$ cat src/rtl/core_pkg.sv
// Shared types for the RV32I core: execute-stage control bundle and its encodings.
package core_pkg;

  localparam int REG_ADDR_W = 5;

  // ALU operation selector carried into EX
  typedef enum logic [3:0] {
    ALU_ADD  = 4'd0,
    ALU_SUB  = 4'd1,
    ALU_SLL  = 4'd2,
    ALU_SLT  = 4'd3,
    ALU_SLTU = 4'd4,
    ALU_XOR  = 4'd5,
    ALU_SRL  = 4'd6,
    ALU_SRA  = 4'd7,
    ALU_OR   = 4'd8,
    ALU_AND  = 4'd9,
    ALU_LUI  = 4'd10
  } alu_op_t;

  // Write-back source selector
  typedef enum logic [1:0] {
    WB_ALU = 2'd0,
    WB_MEM = 2'd1,
    WB_PC4 = 2'd2,
    WB_IMM = 2'd3
  } wb_sel_t;

  // Control bits consumed by EX/MEM/WB
  typedef struct packed {
    alu_op_t alu_op;
    logic    alu_src_b;
    logic    reg_write;
    logic    mem_read;
    logic    mem_write;
    wb_sel_t wb_sel;
    logic    branch;
    logic    jump;
  } ex_ctrl_t;

  // All-zero control word: no register write, no memory access
  localparam ex_ctrl_t EX_CTRL_NOP = ex_ctrl_t'('0);

endpackage

$ cat src/rtl/load_use_detector.sv
// Flags a decode-stage instruction that reads the destination of a load sitting in EX.
// Forwarding cannot cover this case, so the pipeline must insert one bubble.
module load_use_detector
  import core_pkg::*;
(
  input  logic                  ex_valid,
  input  logic                  ex_mem_read,
  input  logic [REG_ADDR_W-1:0] ex_rd_addr,
  input  logic                  dec_valid,
  input  logic [REG_ADDR_W-1:0] dec_rs1_addr,
  input  logic [REG_ADDR_W-1:0] dec_rs2_addr,
  input  logic                  dec_uses_rs1,
  input  logic                  dec_uses_rs2,
  input  logic                  flush,
  output logic                  load_use
);

  logic ex_is_load;
  logic src_match;

  // A load to x0 produces nothing to wait for; a flushed decode slot is discarded anyway
  always_comb begin
    ex_is_load = ex_valid & ex_mem_read & (ex_rd_addr != '0);
    src_match  = (dec_uses_rs1 & (dec_rs1_addr == ex_rd_addr)) |
                 (dec_uses_rs2 & (dec_rs2_addr == ex_rd_addr));
    load_use   = ex_is_load & dec_valid & src_match & ~flush;
  end

endmodule

$ cat src/rtl/dec_ex_pipeline_reg.sv
// DEC/EX pipeline register with load-use bubble insertion, flush and hold.
// Bubbles are all-zero, including register indices, so forwarding never matches them.
module dec_ex_pipeline_reg
  import core_pkg::*;
#(
  parameter int XLEN = 32
) (
  input  logic                  clk,
  input  logic                  rst,
  input  logic                  hold,
  input  logic                  flush,
  input  logic                  dec_valid,
  input  logic [XLEN-1:0]       dec_pc,
  input  logic [XLEN-1:0]       dec_rs1_data,
  input  logic [XLEN-1:0]       dec_rs2_data,
  input  logic [XLEN-1:0]       dec_imm,
  input  logic [REG_ADDR_W-1:0] dec_rs1_addr,
  input  logic [REG_ADDR_W-1:0] dec_rs2_addr,
  input  logic [REG_ADDR_W-1:0] dec_rd_addr,
  input  logic                  dec_uses_rs1,
  input  logic                  dec_uses_rs2,
  input  ex_ctrl_t              dec_ctrl,
  output logic                  ex_valid,
  output logic [XLEN-1:0]       ex_pc,
  output logic [XLEN-1:0]       ex_rs1_data,
  output logic [XLEN-1:0]       ex_rs2_data,
  output logic [XLEN-1:0]       ex_imm,
  output logic [REG_ADDR_W-1:0] ex_rs1_addr,
  output logic [REG_ADDR_W-1:0] ex_rs2_addr,
  output logic [REG_ADDR_W-1:0] ex_rd_addr,
  output ex_ctrl_t              ex_ctrl,
  output logic                  stall_if_dec,
  output logic [31:0]           bubble_count
);

  logic                  valid_reg;
  logic [XLEN-1:0]       pc_reg;
  logic [XLEN-1:0]       rs1_data_reg;
  logic [XLEN-1:0]       rs2_data_reg;
  logic [XLEN-1:0]       imm_reg;
  logic [REG_ADDR_W-1:0] rs1_addr_reg;
  logic [REG_ADDR_W-1:0] rs2_addr_reg;
  logic [REG_ADDR_W-1:0] rd_addr_reg;
  ex_ctrl_t              ctrl_reg;
  logic [31:0]           bubble_count_reg;
  logic                  load_use;

  load_use_detector u_load_use_detector (
    .ex_valid     (valid_reg),
    .ex_mem_read  (ctrl_reg.mem_read),
    .ex_rd_addr   (rd_addr_reg),
    .dec_valid    (dec_valid),
    .dec_rs1_addr (dec_rs1_addr),
    .dec_rs2_addr (dec_rs2_addr),
    .dec_uses_rs1 (dec_uses_rs1),
    .dec_uses_rs2 (dec_uses_rs2),
    .flush        (flush),
    .load_use     (load_use)
  );

  // Upstream freezes on a hazard or downstream hold; never while reset is asserted
  assign stall_if_dec = (load_use | hold) & ~rst;

  // Pipeline register: reset > hold > flush > load-use bubble > normal load
  always_ff @(posedge clk) begin
    if (rst) begin
      valid_reg        <= 1'b0;
      pc_reg           <= '0;
      rs1_data_reg     <= '0;
      rs2_data_reg     <= '0;
      imm_reg          <= '0;
      rs1_addr_reg     <= '0;
      rs2_addr_reg     <= '0;
      rd_addr_reg      <= '0;
      ctrl_reg         <= EX_CTRL_NOP;
      bubble_count_reg <= '0;
    end else if (hold) begin
      // every field keeps its value; a pending flush waits for hold to drop
    end else if (flush || load_use) begin
      valid_reg    <= 1'b0;
      pc_reg       <= '0;
      rs1_data_reg <= '0;
      rs2_data_reg <= '0;
      imm_reg      <= '0;
      rs1_addr_reg <= '0;
      rs2_addr_reg <= '0;
      rd_addr_reg  <= '0;
      ctrl_reg     <= EX_CTRL_NOP;
      // the detector already masks load_use under flush; the explicit test keeps the priority obvious
      if (!flush) begin
        bubble_count_reg <= bubble_count_reg + 32'd1;
      end
    end else begin
      valid_reg    <= dec_valid;
      pc_reg       <= dec_pc;
      rs1_data_reg <= dec_rs1_data;
      rs2_data_reg <= dec_rs2_data;
      imm_reg      <= dec_imm;
      rs1_addr_reg <= dec_rs1_addr;
      rs2_addr_reg <= dec_rs2_addr;
      rd_addr_reg  <= dec_rd_addr;
      // an empty slot must not carry live control into EX
      ctrl_reg     <= dec_valid ? dec_ctrl : EX_CTRL_NOP;
    end
  end

  assign ex_valid     = valid_reg;
  assign ex_pc        = pc_reg;
  assign ex_rs1_data  = rs1_data_reg;
  assign ex_rs2_data  = rs2_data_reg;
  assign ex_imm       = imm_reg;
  assign ex_rs1_addr  = rs1_addr_reg;
  assign ex_rs2_addr  = rs2_addr_reg;
  assign ex_rd_addr   = rd_addr_reg;
  assign ex_ctrl      = ctrl_reg;
  assign bubble_count = bubble_count_reg;

endmodule

$ cat config.mk
export PLATFORM = sky130hd
export DESIGN_NAME = dec_ex_pipeline_reg
export DESIGN_NICKNAME = d
export VERILOG_FILES = /design/src/rtl/core_pkg.sv /design/src/rtl/load_use_detector.sv /design/src/rtl/dec_ex_pipeline_reg.sv
export SDC_FILE = /design/constraint.sdc
export NUM_CORES = 1
export LEC_CHECK = 0
export BUFFER_PORTS_ARGS = -buffer_cell sky130_fd_sc_hd__buf_2
export CELL_PAD_IN_SITES_DETAIL_PLACEMENT = 0
export CELL_PAD_IN_SITES_GLOBAL_PLACEMENT = 1
export CORE_MARGIN = 1.5
export CORE_UTILIZATION = 35
export CTS_CLUSTER_DIAMETER = 100
export DETAILED_ROUTE_END_ITERATION = 10
export PLACE_DENSITY = 0.84
export SLEW_MARGIN = 15
export SYNTH_ARGS = -nofsm -noshare
export SYNTH_HDL_FRONTEND = slang
export SYNTH_HIERARCHICAL = 1
export SYNTH_SLANG_ARGS = --single-unit
export TNS_END_PERCENT = 30
$ cat constraint.sdc
create_clock -name clk -period 8.8 [get_ports clk]
set_clock_uncertainty 0.15 [all_clocks]
set_input_delay 1.76 -clock clk [delete_from_list [all_inputs] [get_ports clk]]
set_output_delay 1.76 -clock clk [all_outputs]
set_load 0.01 [all_outputs]
# Word level (Yosys, flattened, before mapping)
# Index checks and enable logic that the tools add are counted.
# W data, S select, Z words.
# word_totals
regBits	188
latchBits	0
ramBits	0
rom_bits	0
inputBits	162
out_inout_bits	189
elab_cells	46
memories	0
# classes
addsub	1
multipliers	0
n_div	0
n_lt_le_gt_ge	0
eq_ne	2
n_shift	0
mux	10
bitwise	13
reduce_logical	3
# ops
cell	n
$mux W32	4
$add A32 B1 Y32 const B	1
$mux W12	2
$mux W5	3
$eq A5 B5 Y1	2
$and A1 B1 Y1	8
$reduce_bool A5 Y1	1
$not A1 Y1	3
$reduce_and A3 Y1	1
$or A1 B1 Y1	2
$logic_or A1 B1 Y1	1
$mux W1	1

# Longest topological paths before layout
# Gate-level depths: netlist of the first run.
# logic_depth
ltp_word	7
mapped_depth	10
depth_no_buf	8

# Cells and area by module
# The synthesis of the first run kept the hierarchy.
# modules_own_cells
mod	n_inst	cells_each	area_each_um2	seq_area_each_um2
dec_ex_pipeline_reg	1	716	6692.7	3763.6
load_use_detector	1	18	142.6	0.0

# Worst setup path before layout of the first run
# Ideal clock, no wire load.
# synth_timing
path_type	input-to-output
from	input port dec_rs1_addr[0]
to	output port stall_if_dec
t_arrival_ns	2.968
required_time_ns	6.890
slack_ns	3.922
cell_stages	6
n_path_buf	0
path_cell_list	xor2_1 nor4_1 nand3_1 a221oi_2 nor2_1 nor2_1
# synth_between
elab_chain_len	7
# synth_lines
item	line	text
start: declaration	dec_ex_pipeline_reg.sv:17	input logic [REG_ADDR_W-1:0] dec_rs1_addr,
$eq A5 B5 Y1	load_use_detector.sv:24	src_match = (dec_uses_rs1 & (dec_rs1_addr == ex_rd_addr)) |
$and A1 B1 Y1	load_use_detector.sv:24	
$or A1 B1 Y1	load_use_detector.sv:24	
$and A1 B1 Y1 (2 in series)	load_use_detector.sv:26	load_use = ex_is_load & dec_valid & src_match & ~flush;
via load_use	dec_ex_pipeline_reg.sv:46	logic load_use;
$or A1 B1 Y1	dec_ex_pipeline_reg.sv:62	assign stall_if_dec = (load_use | hold) & ~rst;
$and A1 B1 Y1	dec_ex_pipeline_reg.sv:62	
end: declaration	dec_ex_pipeline_reg.sv:32	output logic stall_if_dec,
# The timed path passes the listed nets, and every way through them passes these cells.

# Worst setup path in the final report of the first run
# layout_timing
from	input port dec_rs2_addr[3]
to	output port stall_if_dec
# layout_between
elab_chain_len	7
# layout_lines
item	line	text
start: declaration	dec_ex_pipeline_reg.sv:18	input logic [REG_ADDR_W-1:0] dec_rs2_addr,
$eq A5 B5 Y1	load_use_detector.sv:25	(dec_uses_rs2 & (dec_rs2_addr == ex_rd_addr));
$and A1 B1 Y1	load_use_detector.sv:25	
$or A1 B1 Y1	load_use_detector.sv:24	
$and A1 B1 Y1 (2 in series)	load_use_detector.sv:26	
via load_use	dec_ex_pipeline_reg.sv:46	
$or A1 B1 Y1	dec_ex_pipeline_reg.sv:62	
$and A1 B1 Y1	dec_ex_pipeline_reg.sv:62	
# The timed path passes the listed nets, and every way through them passes these cells.

==> reports/summary.txt, run 1 <==
CP max stage delay: 0.55 ns
CTS H-tree lvls: 4
power density cells: 197 mW/mm2
Critical R2R Launch: ex_rd_addr[1]$_SDFFE_PP0N_
clk slew on worst S/H paths: 0.07 ns
Multi-input gate area: 0.00280 mm2
Clock Latency Late Sink: 0.43 ns
YS warnings: 6
Worst VDD drop: 0.000126 V
Comb power frac: 8.9%
Die Y: 143 um
CP top delay family: simple AND/OR/NAND/NOR gates
CP required: 6.89 ns
Routed WL per cell: 16.4 um
nets@finish: 1,209
Worst R2R End: bubble_count[31]$_SDFFE_PP0P_
Slew @ Worst Pin: 0.964 ns
Slew headroom: 35.7%
Post-CTS Repair Setup Buffers: 0
GP Congestion: 0.827
Seq/Total Area, Yosys: 55.1%
Bufs on Longest Clock Path: 2
Leak: 4.27 nW
fin crit period: 5.32 ns
Yosys cell types: 32
number of global-route vias before repair: 6,262
fillers: 1,858
met2 wire length: 10.6 mm
PortBufs: 350
Max Used Layer: met5
Met1 Wirelength: 9.09 mm
Post-CTS Resized: 0
final setup vio count: 0
clk sinks: 188
#FFs+latches synth: 188
area leader, netlist: dfxtp_1
CP endpoint kind: output pin
layout cells sized above 1: 37.3%
crit-path max FO: 6
flop2flop setup slack: 5.17 ns
I/O pin count: 351
initial antenna violation count: 3
RSZ-0062 raised after global routing: no
CTS root buf: clkbuf_16
switching pwr: 0.473 mW
clock power share: 42.5%
Core Area: 0.0190 mm2
hold endpoint: bubble_count[29]$_SDFFE_PP0P_
sw frac: 25.8%
gr ovfl total: 0
Max-Cap Viols: 0
Routed Antenna Nets: 0
Async S/R FF share, synth: 0%
total negative slack for setup checks: 0 ns
HPWL after DPL: 15.1 mm
Final Routed Wirelength: 21.7 mm
CP Launch Type: input port
total CTS buffers: 17
fin util: 49.1%
Crit path buffers/inverters: 2
cells along the critical path: buf_2 -> xor2_1 -> nor4_1 -> nand3_1 -> a221oi_2 -> nor2_1 -> nor2_1 -> buf_2
mapped cell area: 0.00684 mm2
P&R area growth vs syn: 36.2%
Max Clk Rate: 0.188 GHz
vias per cell: 5.01
Arrival @ worst endpoint: 3.41 ns
top_reg_cell synth: dfxtp_1
Internal: 1.36 mW
ranking of synthesized cells by area: dfxtp_1, a22oi_1, nor2_1
number of synthesized flops with an enable pin: 0
worst-case reg-to-reg path depth: 8
Global Route Usage Sum: 20.8%
Final period util: 60.5%
Slew Limit Fails: 0
Die Span X: 143 um
Iteration-0 DRC Markers: 386
Crit Path Category: input port to output pin
met3 wire length: 1.62 mm
drt pass-1 iters: 5
Hold/Removal Path Class: flip-flop to flip-flop
Initial Util: 36.1%
final hold violation count: 0
syn nets: 897
status: complete, no violations
Synth Instances: 734
Seq pwr share: 48.6%
# hold bufs at CTS: 0
first-pass GRT wire length: 33.2 mm
# rows: 50
CP max stage cell: a221oi_2
CTS tree: yes
WHS Path Cells: 2
largest net degree at the start of global routing: 95
Die Area: 0.0204 mm2
DR DRC count: 0
Hold Startpoint: bubble_count[29]$_SDFFE_PP0P_
Mapped Avg Cell Area: 9.31 um2
via count: 6,616
area share of the largest cell type after synthesis: 55.1%
sequential cell area: 0.00376 mm2
## worst register-to-register path, stage by stage (launching register included)
cell       delay, ns
dfxtp_1         0.47
xor2_1          0.12
nor4_1          0.30
nand3_1         0.13
a221oi_2        0.55
nand4bb_4       0.28
or4_1           0.83
nor4_1          0.31
mux2_2          0.37
## power groups by stage
stage          registers, mW  logic (mW)  clock network (mW)
2_1_floorplan          0.922      0.0696                   0
3_3_place_gp           0.909       0.164                   0
3_5_place_dp           0.910       0.165                   0
4_1_cts                0.890       0.166               0.796
5_1_grt                0.894       0.180               0.834
6_report               0.890       0.163               0.778
## layer usage
metal  vias to the layer above  global-route usage, %
met1                      3069                   26.0
met2                       243                   34.1
met3                        29                   6.67
met4                         4                   6.40
li1                       3271                      -
met5                         -                      0
## cell usage after synthesis, drive strengths merged, types with 3 or more instances
| library cell | n |
|---|---|
| mux2 | 4 |
| clkbuf | 55 |
| nor3 | 5 |
| or3 | 6 |
| a21oi | 21 |
| nand4 | 9 |
| o31ai | 12 |
| xnor2 | 8 |
| xor2 | 10 |
| nor4 | 10 |
| a22oi | 155 |
| nor2 | 174 |
| o21ai | 6 |
| or4 | 15 |
| dfxtp | 188 |
| buf | 7 |
| nor2b | 3 |
| inv | 10 |
| nand3 | 14 |
| nand2 | 12 |
## through the flow
step	total power, mW	instances	setup WS (ns)	instance area [um2]	hold slack (ns)
2_1_floorplan	0.992	734	3.92	6840	0.358
3_3_place_gp	1.07	1287	3.44	8720	0.323
3_5_place_dp	1.07	1287	3.44	8720	0.344
4_1_cts	1.85	1319	3.44	9310	0.355
5_1_grt	1.91	1319	3.26	9310	0.384
6_report	1.83	1320	3.48	9310	0.352
## cell families after synthesis
| kind of cell | count (synthesis) | synth area share, % |
|---|---|---|
| muxes | 4 | 0.659 |
| xor gates and xnor gates | 18 | 2.31 |
| and+or+nand+nor | 255 | 17.0 |
| adders and majority gates | 1 | 0.183 |
| DFF | 188 | 55.1 |
| AOI/OAI and AO/OA | 196 | 20.7 |
| buffers and inverters | 72 | 4.12 |
## cell usage in the layout, fill, tap and decap left out, types with 6 or more instances in the layout
| master | n |
|---|---|
| o31ai_1 | 12 |
| clkbuf_16 | 17 |
| dfxtp_1 | 188 |
| a21oi_1 | 21 |
| or3_1 | 6 |
| nor4_1 | 10 |
| nand4_1 | 8 |
| a22oi_1 | 155 |
| or4_1 | 15 |
| nand2_1 | 12 |
| buf_4 | 6 |
| nor2_1 | 174 |
| xnor2_1 | 8 |
| nand3_1 | 14 |
| xor2_1 | 10 |
| o21ai_0 | 6 |
| inv_1 | 10 |
| buf_2 | 348 |
## worst max path at each step
stage / cells past startpoint / endpoint / startpoint
2_1_floorplan: 6 / stall_if_dec / dec_rs1_addr[0]
3_3_place_gp: 8 / stall_if_dec / dec_rs1_addr[0]
3_5_place_dp: 8 / stall_if_dec / dec_rs1_addr[0]
4_1_cts: 8 / stall_if_dec / dec_rs2_addr[3]
5_1_grt: 8 / stall_if_dec / dec_rs2_addr[3]
6_report: 8 / stall_if_dec / dec_rs2_addr[3]
## final cells by class
class                           instances  share of cell area [%]
Inverter                               10                   0.403
Tap cell                              260                    3.49
Clock buffer                           19                    4.76
Timing Repair Buffer                  355                    19.3
Antenna cell                            1                  0.0269
Multi-Input combinational cell        474                    30.0
Clock inverter                         13                    1.59
Sequential cell                       188                    40.4
Power figures use the tool's default switching activity.
==> run 2, diff against run 1 <==
--- a/config.mk
+++ b/config.mk
@@ -9,10 +9,10 @@
 export CELL_PAD_IN_SITES_DETAIL_PLACEMENT = 0
 export CELL_PAD_IN_SITES_GLOBAL_PLACEMENT = 1
 export CORE_MARGIN = 1.5
-export CORE_UTILIZATION = 35
+export CORE_UTILIZATION = 29
 export CTS_CLUSTER_DIAMETER = 100
 export DETAILED_ROUTE_END_ITERATION = 10
-export PLACE_DENSITY = 0.84
+export PLACE_DENSITY = 0.75
 export SLEW_MARGIN = 15
 export SYNTH_ARGS = -nofsm -noshare
 export SYNTH_HDL_FRONTEND = slang
==> constraint.sdc (replaced) <==
create_clock -name clk -period 4.7 [get_ports clk]
set_clock_uncertainty 0.15 [all_clocks]
set_input_delay 0.94 -clock clk [delete_from_list [all_inputs] [get_ports clk]]
set_output_delay 0.94 -clock clk [all_outputs]
set_load 0.01 [all_outputs]
==> reports/summary.txt, run 2 (synthesis gave the netlist of run 1 again) <==
Comb power frac: 9.0%
total power: 3.44 mW
initial antenna violation count: 2
Clock Latency Late Sink: 0.42 ns
RSZ-0062 raised after global routing: no
fin worst setup slack: 0.745 ns
status: complete, no violations
first-pass GRT wire length: 34.1 mm
Final period util: 84.2%
Leak: 4.29 nW
P&R area growth vs syn: 37.7%
placed insts: 1,343
clk sinks: 188
dpl cell area: 0.00881 mm2
GP Congestion: 0.799
DR DRC count: 0
fin util: 41.1%
fin crit period: 3.96 ns
Internal: 2.51 mW
fillers: 2,366
Die Span X: 157 um
vias per cell: 4.85
Initial Util: 29.8%
CP Launch Type: input port
Worst VDD drop: 0.000186 V
largest net degree at the start of global routing: 97
power density cells: 365 mW/mm2
Finished Layout Cells: 1,375
Post-CTS Repair Setup Buffers: 0
number of global-route vias before repair: 6,305
Slew @ Worst Pin: 1.01 ns
# rows: 55
commonest non-fill, non-tap cells in the layout: buf_2, dfxtp_1, nor2_1
CP max stage delay: 0.84 ns
CTS tree: yes
n_diodes: 0
# hold bufs at CTS: 0
Hold/Removal Path Class: flip-flop to flip-flop
dpl ws: 0.320 ns
Slew Limit Fails: 0
cells along the critical path: buf_2 -> xor2_1 -> nor4_1 -> nand3_1 -> a221oi_2 -> buf_4 -> nand4bb_4 -> or4_1 -> nor4_1 -> mux2_2
layout cells sized above 1: 37.6%
most used cell along the critical path: nor4_1
via count: 6,664
drt pass-1 iters: 4
clk slew on worst S/H paths: 0.07 ns
total CTS buffers: 17
Max-Cap Viols: 0
Slew headroom: 32.8%
commonest non-fill, non-tap cell in the layout: buf_2
gr ovfl total: 0
CTS H-tree lvls: 4
clock power share: 42.5%
Arrival @ worst endpoint: 4.12 ns
CP required: 4.86 ns
CTS root buf: clkbuf_16
Max Clk Rate: 0.253 GHz
Die Y: 157 um
nets@finish: 1,212
Core Area: 0.0229 mm2
Routed WL per cell: 16.3 um
HPWL after DPL: 15.4 mm
worst hold slack: 0.357 ns
total negative slack for setup checks: 0 ns
Multi-input gate area: 0.00280 mm2
Global Route Usage Sum: 17.7%
final setup vio count: 0
CP max stage cell: or4_1
PortBufs: 350
Finished Cell Area: 0.00941 mm2
CP endpoint kind: flip-flop
sequential cell area: 0.00376 mm2
Crit Path Category: input port to flip-flop
Die Area: 0.0245 mm2
Bufs on Longest Clock Path: 2
switching pwr: 0.927 mW
crit-path max FO: 18
sw frac: 27.0%
final hold violation count: 0
Seq pwr share: 48.5%
I/O pin count: 351
Final Routed Wirelength: 22.3 mm
Routed Antenna Nets: 0
Post-CTS Resized: 0
Iteration-0 DRC Markers: 357
run 2: cell count changes in the layout (fill, tap and decap cells not counted):
cell,delta
clkbuf_1,-1
inv_8,+2
diode_2,-1
inv_6,-2
buf_4,+3
clkinv_2,-1
clkinv_8,+3
bufinv_16,-1
run 2: power by group through the flow:
stage | Clock (mW) | Combinational (mW) | Sequential, mW
4_1_cts | 1.51 | 0.313 | 1.67
6_report | 1.46 | 0.308 | 1.67
3_3_place_gp | 0 | 0.311 | 1.70
5_1_grt | 1.59 | 0.339 | 1.67
3_5_place_dp | 0 | 0.312 | 1.70
2_1_floorplan | 0 | 0.130 | 1.73
run 2: path summary, 6_finish.rpt:
kind / start / end / slack (ns) / cells past startpoint
hold / removal: bubble_count[29]$_SDFFE_PP0P_ / bubble_count[29]$_SDFFE_PP0P_ / 0.36 / 2
setup reg to reg: ex_rd_addr[3]$_SDFFE_PP0N_ / bubble_count[31]$_SDFFE_PP0P_ / 0.92 / 9
setup / recovery: dec_rs2_addr[4] / bubble_count[31]$_SDFFE_PP0P_ / 0.74 / 10
hold reg to reg: bubble_count[29]$_SDFFE_PP0P_ / bubble_count[29]$_SDFFE_PP0P_ / 0.36 / 2
run 2: per-layer routing:
metal	global-route usage (%)	share of wire, %
met2	29.0	48
met4	4.72	1.6
met5	0	0.10
met3	5.65	7.6
met1	22.2	43
run 2: cell type report:
| class | instances | share of cell area, % |
|---|---|---|
| Inverter | 10 | 0.399 |
| Timing Repair Buffer | 358 | 19.3 |
| Multi-Input combinational cell | 474 | 29.7 |
| Sequential cell | 188 | 40.0 |
| Tap cell | 313 | 4.16 |
| Clock buffer | 18 | 4.67 |
| Clock inverter | 14 | 1.77 |
run 2: critical path, delay by kind of cell:
| kind | cells | cell delay, ns |
|---|---|---|
| AO/OA/AOI/OAI | 1 | 0.26 |
| XOR/XNOR | 1 | 0.17 |
| buffers and inverters | 2 | 0.31 |
| multiplexers | 1 | 0.37 |
| AND/OR/NAND/NOR | 5 | 2.05 |
==> run 3, diff against run 2 <==
==> constraint.sdc (replaced) <==
create_clock -name clk -period 3.45 [get_ports clk]
set_clock_uncertainty 0.15 [all_clocks]
set_input_delay 0.69 -clock clk [delete_from_list [all_inputs] [get_ports clk]]
set_output_delay 0.69 -clock clk [all_outputs]
set_load 0.01 [all_outputs]
==> reports/summary.txt, run 3 (synthesis gave the netlist of run 1 again) <==
layout cells sized above 1: 37.9%
number of global-route vias before repair: 6,182
Slew @ Worst Pin: 0.808 ns
final setup vio count: 0
RSZ-0062 raised after global routing: no
gr ovfl total: 0
Final Routed Wirelength: 22.1 mm
Worst R2R End: bubble_count[24]$_SDFFE_PP0P_
HPWL after DPL: 15.3 mm
crit-path max FO: 5
commonest non-fill, non-tap cell in the layout: buf_2
cells along the critical path: xor2_1 -> nor4_2 -> nand3_1 -> a221oi_2 -> buf_4 -> nor2_1 -> nor2_1 -> buf_2
Seq pwr share: 49.1%
Die Span X: 157 um
Slew Limit Fails: 0
Setup crit start: ex_rd_addr[1]$_SDFFE_PP0N_
Worst VDD drop: 0.000254 V
Hold Startpoint: dec_rs1_data[15]
n_diodes: 0
CP required: 2.61 ns
Arrival @ worst endpoint: 2.41 ns
CP Launch Type: flip-flop
Final period util: 94.1%
largest net degree at the start of global routing: 158
power density cells: 490 mW/mm2
drt pass-1 iters: 6
switching pwr: 1.24 mW
hold endpoint: ex_rs1_data[15]$_SDFFE_PP0N_
Post-CTS Repair Setup Buffers: 0
clk sinks: 188
placed insts: 1,345
Leak: 4.29 nW
CP max stage delay: 0.38 ns
I/O pin count: 351
total CTS buffers: 17
Critical R2R Launch: ex_rd_addr[1]$_SDFFE_PP0N_
Routed Antenna Nets: 0
CP max stage cell: dfxtp_1
fin crit period: 3.25 ns
first-pass GRT wire length: 33.5 mm
total power: 4.63 mW
Core Area: 0.0229 mm2
sw frac: 26.8%
Finished Layout Cells: 1,377
clock power share: 41.7%
Clock Latency Late Sink: 0.43 ns
vias per cell: 4.88
DR DRC count: 0
Crit Path Category: flip-flop to output pin
clk slew on worst S/H paths: 0.08 ns
CTS H-tree lvls: 4
Bufs on Longest Clock Path: 2
Comb power frac: 9.2%
CP top delay family: simple AND/OR/NAND/NOR gates
CTS root buf: clkbuf_16
fin worst setup slack: 0.204 ns
WHS Path Cells: 3
CP endpoint kind: output pin
CTS tree: yes
Internal: 3.39 mW
GP Congestion: 0.793
# rows: 55
status: complete, no violations
PortBufs: 350
Crit path buffers/inverters: 2
most used cell along the critical path: nor2_1
Max-Cap Viols: 0
dpl ws: -0.193 ns
Slew headroom: 46.1%
final hold violation count: 0
Max Clk Rate: 0.308 GHz
flop2flop setup slack: 0.25 ns
Die Area: 0.0245 mm2
nets@finish: 1,214
commonest non-fill, non-tap cells in the layout: buf_2, dfxtp_1, nor2_1
Die Y: 157 um
Global Route Usage Sum: 17.4%
initial antenna violation count: 1
Initial Util: 29.8%
P&R area growth vs syn: 38.2%
Routed WL per cell: 16.1 um
worst-case reg-to-reg path depth: 9
Hold/Removal Path Class: input port to flip-flop
Iteration-0 DRC Markers: 404
via count: 6,717
==> run 3: worst max path at each step <==
stage	endpoint	slack (ns)	depth (start not counted)
after floorplan	bubble_count[28]$_SDFFE_PP0P_	0.15	10
after global placement	bubble_count[23]$_SDFFE_PP0P_	-0.12	10
after detailed placement	bubble_count[24]$_SDFFE_PP0P_	-0.19	10
after CTS	stall_if_dec	0.10	8
after global routing	stall_if_dec	0.02	8
final	stall_if_dec	0.20	8
==> run 3: repair_timing <==
action,CTS,global route
hold buffers,0,0
endpoints found under the setup margin,0,7
resized for setup,0,2
==> run 3: through the flow <==
| step | hold slack [ns] | setup TNS, ns | util, % | cell area (um2) |
|---|---|---|---|---|
| floorplan | 0.358 | 0 | - | 6840 |
| global placement | 0.335 | -1.10 | 38.7 | 8860 |
| detailed placement | 0.343 | -1.93 | 38.7 | 8860 |
| CTS | 0.312 | 0 | 41.2 | 9440 |
| global route | 0.316 | 0 | 41.2 | 9440 |
| finish | 0.336 | 0 | 41.2 | 9440 |
==> run 3: routing by layer <==
metal | GRT usage [%] | wire (um)
met3 | 5.79 | 1700
met1 | 22.6 | 9650
met2 | 26.8 | 10300
met5 | 0 | 13
met4 | 6.21 | 460
==> run 3: cell type report <==
| class | instances | area, um2 |
|---|---|---|
| clock buffer | 17 | 425 |
| tap | 313 | 392 |
| inverter | 10 | 37.5 |
| multi-input combinational | 474 | 2800 |
| timing repair buffer | 360 | 1870 |
| clock inverter | 15 | 150 |
| sequential | 188 | 3760 |
| fill | 2346 | 13500 |
==> run 3: power groups by stage <==
stage	logic [mW]	clock network (mW)	registers [mW]
floorplan	0.177	0	2.35
detailed placement	0.428	0	2.32
CTS	0.429	1.99	2.27
finish	0.425	1.93	2.27
global placement	0.425	0	2.32
global route	0.466	2.09	2.28
==> run 3: worst reg2reg max path, cell delays in order, from the launching register on <==
cell and delay, ns:
dfxtp_1 0.38, xor2_1 0.19, nor4_2 0.37, nand3_1 0.14, a221oi_2 0.37, nand4bb_4 0.14, buf_4 0.19, or2_1 0.40
nor4_1 0.39, mux2_2 0.37
